--- config.mk ---
export PLATFORM = sky130hd
export DESIGN_NAME = sub_bus_decoder
export DESIGN_NICKNAME = d
export VERILOG_FILES = /design/src/rtl/sub_bus_pkg.sv /design/src/rtl/sub_bus_rd_mux.sv /design/src/rtl/sub_bus_decoder.sv
export SDC_FILE = /design/constraint.sdc
export NUM_CORES = 1
export LEC_CHECK = 0
export CAP_MARGIN = 0
export CORE_AREA = 5 5 239 241
export DETAILED_ROUTE_END_ITERATION = 10
export DIE_AREA = 0 0 244 246
export HOLD_SLACK_MARGIN = 0.03
export SLEW_MARGIN = 25
export SYNTH_ARGS = -nofsm -noshare
export SYNTH_HDL_FRONTEND = slang
export SYNTH_SLANG_ARGS = --single-unit
export TNS_END_PERCENT = 5
--- constraint.sdc ---
create_clock -name clk -period 2.21 [get_ports clk]
set_input_delay 0.442 -clock clk [delete_from_list [all_inputs] [get_ports clk]]
set_output_delay 0.442 -clock clk [all_outputs]
set_load 0.01 [all_outputs]
--- src/rtl/sub_bus_pkg.sv ---
// Shared types, error codes and width helpers for the sub-bus decoder.
package sub_bus_pkg;

    typedef enum logic [1:0] {
        IDLE,
        ACCESS,
        DONE
    } state_t;

    localparam logic [1:0] ERR_NONE     = 2'd0;
    localparam logic [1:0] ERR_UNMAPPED = 2'd1;
    localparam logic [1:0] ERR_ILLEGAL  = 2'd2;
    localparam logic [1:0] ERR_TIMEOUT  = 2'd3;

    function automatic int clog2(input int n);
        int r;
        int v;
        r = 0;
        v = n - 1;
        while (v > 0) begin
            r++;
            v = v >> 1;
        end
        return r;
    endfunction

    // A channel index field is never narrower than one bit.
    function automatic int idx_width(input int num_ch);
        return (clog2(num_ch) < 1) ? 1 : clog2(num_ch);
    endfunction

endpackage

--- src/rtl/sub_bus_rd_mux.sv ---
// Combinational read-data slice select: picks channel idx out of the packed
// channel read-data bus.
module sub_bus_rd_mux
    import sub_bus_pkg::*;
#(
    parameter int NUM_CH = 8,
    parameter int DATA_W = 64,
    parameter int IDX_W  = 3
) (
    input  logic [NUM_CH*DATA_W-1:0] ch_dout,
    input  logic [IDX_W-1:0]         idx,
    output logic [DATA_W-1:0]        dout
);

    always_comb begin
        dout = '0;
        for (int i = 0; i < NUM_CH; i++) begin
            if (idx == IDX_W'(i)) begin
                dout = ch_dout[i*DATA_W +: DATA_W];
            end
        end
    end

endmodule

--- src/rtl/sub_bus_decoder.sv ---
// Handshaked sub-bus decoder: routes one master request to one of NUM_CH
// channels and returns registered completion. Optional ACCESS timeout is
// enabled with `define SUB_BUS_TIMEOUT_EN.
module sub_bus_decoder
    import sub_bus_pkg::*;
#(
    parameter int NUM_CH  = 8,
    parameter int DATA_W  = 64,
    parameter int ADDR_W  = 20,
    parameter int SEL_LSB = 8,
    parameter int TIMEOUT = 255
) (
    input  logic                     clk,
    input  logic                     rst_n,
    input  logic                     sub_cs,
    input  logic                     sub_wr,
    input  logic                     sub_rd,
    input  logic [ADDR_W-1:0]        sub_addr,
    output logic [DATA_W-1:0]        sub_dout,
    output logic                     sub_ack,
    output logic                     sub_err,
    output logic [NUM_CH-1:0]        ch_cs,
    output logic                     ch_wr,
    output logic                     ch_rd,
    output logic [SEL_LSB-1:0]       ch_addr,
    input  logic [NUM_CH*DATA_W-1:0] ch_dout,
    input  logic [NUM_CH-1:0]        ch_ack
);

    localparam int IDX_W  = idx_width(NUM_CH);
    localparam int HI_LSB = SEL_LSB + IDX_W;

    state_t              state, next_state;
    logic [IDX_W-1:0]    cur_idx, next_idx, req_idx;
    logic [1:0]          err_code, next_err;
    logic [NUM_CH-1:0]   next_cs;
    logic                next_wr, next_rd, next_ack;
    logic [SEL_LSB-1:0]  next_addr;
    logic [DATA_W-1:0]   next_dout, mux_dout;
    logic                req_unmapped, hit;

    assign req_idx      = sub_addr[SEL_LSB +: IDX_W];
    assign req_unmapped = (32'(req_idx) >= NUM_CH) || (|(sub_addr >> HI_LSB));
    assign hit          = ch_ack[cur_idx];
    assign sub_err      = (err_code != ERR_NONE);

`ifdef SUB_BUS_TIMEOUT_EN
    localparam int CNT_W = clog2(TIMEOUT + 1);
    logic [CNT_W-1:0] tmo_cnt, next_cnt;
    logic             tmo_hit;

    assign tmo_hit = (tmo_cnt == CNT_W'(TIMEOUT - 1));
`else
    logic unused_timeout;
    assign unused_timeout = (TIMEOUT > 0);
`endif

    sub_bus_rd_mux #(
        .NUM_CH (NUM_CH),
        .DATA_W (DATA_W),
        .IDX_W  (IDX_W)
    ) u_rd_mux (
        .ch_dout (ch_dout),
        .idx     (cur_idx),
        .dout    (mux_dout)
    );

    // DONE also samples the request so a held request is taken at the edge
    // that ends the completion cycle.
    always_comb begin
        next_state = state;
        next_idx   = cur_idx;
        next_cs    = ch_cs;
        next_wr    = ch_wr;
        next_rd    = ch_rd;
        next_addr  = ch_addr;
        next_ack   = 1'b0;
        next_err   = ERR_NONE;
        next_dout  = sub_dout;
`ifdef SUB_BUS_TIMEOUT_EN
        next_cnt   = tmo_cnt;
`endif
        case (state)
            ACCESS: begin
                if (hit) begin
                    next_state = DONE;
                    next_ack   = 1'b1;
                    next_cs    = '0;
                    next_wr    = 1'b0;
                    next_rd    = 1'b0;
                    if (ch_rd) begin
                        next_dout = mux_dout;
                    end
                end
`ifdef SUB_BUS_TIMEOUT_EN
                else if (tmo_hit) begin
                    next_state = DONE;
                    next_ack   = 1'b1;
                    next_err   = ERR_TIMEOUT;
                    next_cs    = '0;
                    next_wr    = 1'b0;
                    next_rd    = 1'b0;
                    if (ch_rd) begin
                        next_dout = '0;
                    end
                end else begin
                    next_cnt = tmo_cnt + 1'b1;
                end
`endif
            end
            default: begin
                next_state = IDLE;
                next_cs    = '0;
                next_wr    = 1'b0;
                next_rd    = 1'b0;
                if (sub_cs && sub_rd && sub_wr) begin
                    next_state = DONE;
                    next_ack   = 1'b1;
                    next_err   = ERR_ILLEGAL;
                end else if (sub_cs && (sub_rd || sub_wr)) begin
                    if (req_unmapped) begin
                        next_state = DONE;
                        next_ack   = 1'b1;
                        next_err   = ERR_UNMAPPED;
                        if (sub_rd) begin
                            next_dout = '0;
                        end
                    end else begin
                        next_state = ACCESS;
                        next_idx   = req_idx;
                        next_cs    = NUM_CH'(1) << req_idx;
                        next_wr    = sub_wr;
                        next_rd    = sub_rd;
                        next_addr  = sub_addr[SEL_LSB-1:0];
`ifdef SUB_BUS_TIMEOUT_EN
                        next_cnt   = '0;
`endif
                    end
                end
            end
        endcase
    end

    always_ff @(posedge clk or negedge rst_n) begin
        if (!rst_n) begin
            state    <= IDLE;
            cur_idx  <= '0;
            ch_cs    <= '0;
            ch_wr    <= 1'b0;
            ch_rd    <= 1'b0;
            ch_addr  <= '0;
            sub_ack  <= 1'b0;
            err_code <= ERR_NONE;
            sub_dout <= '0;
`ifdef SUB_BUS_TIMEOUT_EN
            tmo_cnt  <= '0;
`endif
        end else begin
            state    <= next_state;
            cur_idx  <= next_idx;
            ch_cs    <= next_cs;
            ch_wr    <= next_wr;
            ch_rd    <= next_rd;
            ch_addr  <= next_addr;
            sub_ack  <= next_ack;
            err_code <= next_err;
            sub_dout <= next_dout;
`ifdef SUB_BUS_TIMEOUT_EN
            tmo_cnt  <= next_cnt;
`endif
        end
    end

endmodule

==> summary.txt <==
CTS
  – CTS buffer count: 9
  – Clk_lat worst skew: 0.38 ns
  – Root Driver: clkbuf_16
  – # clock sinks: 90
  – CTS Buffer Depth: 2
  – Reg clk slew, reported paths: 0.08 ns
  – H-Tree Level Count: 3
  – CTS tree: yes

Global routing
  – Initial antenna violation count: 5
  – Vias in the first global route: between 10000 and 15000
  – GR Util met2: 26.5%
  – GRT overflow: 0
  – Overall global routing resource usage: 15.0%
  – M3 GR Usage: 4.87%
  – Layer with the highest usage: met2
  – First-pass GRT wire length: 67600 um
  – Largest net degree at the start of global routing: 67
  – Met1 Track Usage GR: 16.9%

Power
  – Seq pwr share: 32.9%
  – Comb power frac: 34.3%
  – Tot Pwr: 5.04 mW
  – Leakage power: 6.43 nW
  – Net Sw Power: 1.39 mW
  – Worst vdd ir: 0.370 mV
  – Net Sw Frac: 27.6%
  – Power Dens Cells: around 320 mW/mm^2
  – Int Pwr: ~3.7 mW
  – Clock network power share: 32.8%

Synth
  – Gate count of the mapped netlist: 803
  – Number of flops mapped to enable cells by yosys: 0
  – Seq/Total Area, Yosys: 28.1%
  – Post-synth cell types: 37
  – Warnings from Yosys: 0
  – Synth Flop Type: dfrtp_1
  – Cell Area, Synth: 0.00802 sq mm
  – Seq cells post-synth: 90
  – Net Count, Synth: between 1000 and 1500
  – FFs w/ async S/R, synth: 100%
  – Syn Area/Cell: 9.99 sq um

STA
  – Tcrit/Tclk final: 98.7%
  – Final Hold Viols: 0
  – Post-route setup slack: 0.0285 ns
  – Unrepaired setup endpoints after global routing: yes
  – Post-route minimum period: 2.18 ns
  – Final Skew: 0.0113 ns
  – F_max: 0.458 GHz
  – Max-slew violations: 0
  – Worst slew pin tran: 0.525 ns
  – Setup-failing EPs final: 0
  – Setup TNS Final: 0 ns
  – Tightest hold margin: just under 0.5 ns
  – Relative slew slack: 65.0%

Run
  – Max Cap Violations: 0

Route
  – Via/cell ratio: 4.44
  – Initial DRC Count: 386
  – First-pass DRT Iterations: 7
  – Via count: 9508
  – Antenna-violating nets left: 0
  – Avg WL per Cell: around 22 um
  – Residual DRC count: 0
  – Routed wire length: 47400 um

Placement
  – DP Area: 0.0155 sq mm
  – Pre-CTS setup slack: -0.261 ns
  – Routability-driven placement congestion ratio: 0.895
  – Detailed placer's ending HPWL: 40400 um
  – IO buf count: 628

Worst setup path
  – Worst Setup End Kind: register
  – Crit path required time: 2.47 ns
  – Reg2reg end: sub_dout[50]$_DFFE_PN0P_
  – Crit path to: sub_dout[50]$_DFFE_PN0P_
  – Crit-path most repeated cell: buf_12
  – Crit Path Category: register to register
  – Worst-path cell chain: buf_12 -> mux2i_1 -> and3_1 -> nor4_4 -> o21ai_4 -> buf_12 -> mux2_1
  – CP delay by family, top: simple AND/OR/NAND/NOR gates
  – CP bufs+invs: 2
  – Startpoint types: register
  – Worst R2R Path Depth: 7
  – WP depth: 7
  – Arr. time, crit path: 2.44 ns
  – Flop-to-flop setup slack: 0.03 ns
  – Crit path largest cell delay: 0.50 ns
  – Worst setup path startpoint: cur_idx[0]$_DFFE_PN0P_
  – Reg-to-Reg Start: cur_idx[0]$_DFFE_PN0P_
  – Critical path peak fanout: 31
  – CP max-delay cell: dfrtp_4

Final layout
  – Finished layout cell area: 0.0159 sq mm
  – Area growth syn-to-layout: 98.4%
  – Share of layout cells above drive strength 1: 13.8%
  – Nets@finish: 1976
  – Fillcell total: around 5700

Die
  – Placeable Area: 0.0547 sq mm
  – Ports: around 630
  – FP Rows: 86
  – Die height: 246 um
  – Starting density of the core: 14.7%
  – Die W: around 240 um
  – Die Area: 0.0600 sq mm

Worst hold path
  – HP Class: register to register

Status
  – Outcome: finished, final reports clean
-- sequential cells by signal, summed over array words and instances, names as in the netlist --
register  flops
ch_addr       8
ch_cs         8
state         2
err_code      2
sub_ack       1
sub_dout     64
ch_rd         1
cur_idx       3
ch_wr         1
-- kinds of logic (layout without fill, tap and decap cells) --
group	after synthesis	in the layout	share of synthesized area [%]
AO/OA/AOI/OAI	261	261	21.8
AND/OR/NAND/NOR	206	206	12.0
multiplexers	158	158	33.1
flip-flops	90	90	28.1
buffers and inverters	86	719	4.82
adder cells (fa/ha/maj)	1	1	0.125
XOR/XNOR	1	1	0.109
other	0	2	0
-- through the flow --
stage | instances | utilization [%]
floorplan | 803 | -
global placement | 2120 | 28.4
global route | 2141 | 29.1
detailed placement | 2120 | 28.4
finish | 2142 | 29.1
CTS | 2138 | 29.0
-- synthesized netlist by cell type (2+ instances only) --
cell type	count	area, sq um
or2_2	2	12.5
buf_4	11	82.6
dfrtp_1	90	2250
clkbuf_1	44	165
a2111oi_4	2	55.1
buf_1	10	37.5
a32o_1	4	40.0
nand3_1	3	15.0
o21ai_0	2	10.0
and3_1	2	12.5
mux2_1	19	214
nor3_1	2	10.0
nor2_1	50	188
o22ai_1	45	282
a22o_1	50	438
nand2_1	88	330
buf_2	18	90.1
mux2_2	9	101
inv_1	2	7.51
mux2i_1	47	470
nor2b_1	52	325
a21oi_1	110	551
a211oi_1	45	338
mux4_2	83	1870
-- cell type report --
| class | instances | area, sq um | share of cell area, % |
|---|---|---|---|
| diodes | 2 | 5.00 | 0.0314 |
| clock buffers | 9 | 225 | 1.42 |
| clock inverters | 7 | 76.3 | 0.480 |
| inverters | 3 | 13.8 | 0.0865 |
| multi-input cells | 627 | 5400 | 34.0 |
| flip-flops and latches | 90 | 2260 | 14.2 |
| well taps | 704 | 881 | 5.53 |
| repair buffers | 700 | 7050 | 44.3 |
-- worst min path at each step --
stage | start | to | slack [ns] | cells after the start
finish | sub_dout[15]$_DFFE_PN0P_ | sub_dout[15]$_DFFE_PN0P_ | 0.50 | 1
global route | sub_dout[52]$_DFFE_PN0P_ | sub_dout[52]$_DFFE_PN0P_ | 0.52 | 1
CTS | sub_dout[15]$_DFFE_PN0P_ | sub_dout[15]$_DFFE_PN0P_ | 0.50 | 1
detailed placement | rst_n | sub_dout[23]$_DFFE_PN0P_ | 0.46 | 1
global placement | rst_n | sub_dout[23]$_DFFE_PN0P_ | 0.45 | 1
floorplan | rst_n | ch_addr[0]$_DFFE_PN0P_ | 0.15 | 0
-- repair_timing --
| action | CTS | global route |
|---|---|---|
| hold buffers | 1 | 0 |
| gates resized for setup | 1 | 5 |
| cloned | 0 | 0 |
| setup buffers | 1 | 2 |
| endpoints found under the hold margin | 3 | 0 |
| endpoints found under the setup margin | 3 | 60 |
-- power by group through the flow --
| stage | Combinational (mW) | Clock (mW) | Sequential, mW |
|---|---|---|---|
| 2_1_floorplan | 0.475 | 0 | 1.69 |
| 3_3_place_gp | 1.72 | 0 | 1.70 |
| 3_5_place_dp | 1.72 | 0 | 1.70 |
| 4_1_cts | 1.74 | 1.78 | 1.66 |
| 5_1_grt | 1.84 | 1.83 | 1.66 |
| 6_report | 1.73 | 1.65 | 1.66 |
-- layer usage --
metal	part of all wire, %	vias up
met5	0.082	-
met4	3.3	6
met3	8.3	57
met2	50	523
met1	38	4554
li1	-	4368
-- cell usage in the layout (no fill, tap or decap), drive strengths merged, types with 2 or more instances in the layout --
cell / Yosys / layout
clkinv: 0 / 3
clkdlybuf4s50: 0 / 627
inv: 3 / 7
o22ai: 45 / 45
a22o: 50 / 50
nand2: 88 / 88
nor2: 51 / 51
a32o: 4 / 4
mux2i: 47 / 47
a211oi: 45 / 45
a21oi: 110 / 110
nor2b: 52 / 52
clkbuf: 44 / 9
mux4: 83 / 83
dfrtp: 90 / 90
buf: 39 / 72
nor4: 2 / 2
or2: 2 / 2
nor3: 2 / 2
diode: 0 / 2
o21ai: 3 / 3
a2111oi: 2 / 2
and3: 3 / 3
nand3: 3 / 3
mux2: 28 / 28
(Power assumes the default switching activity.)
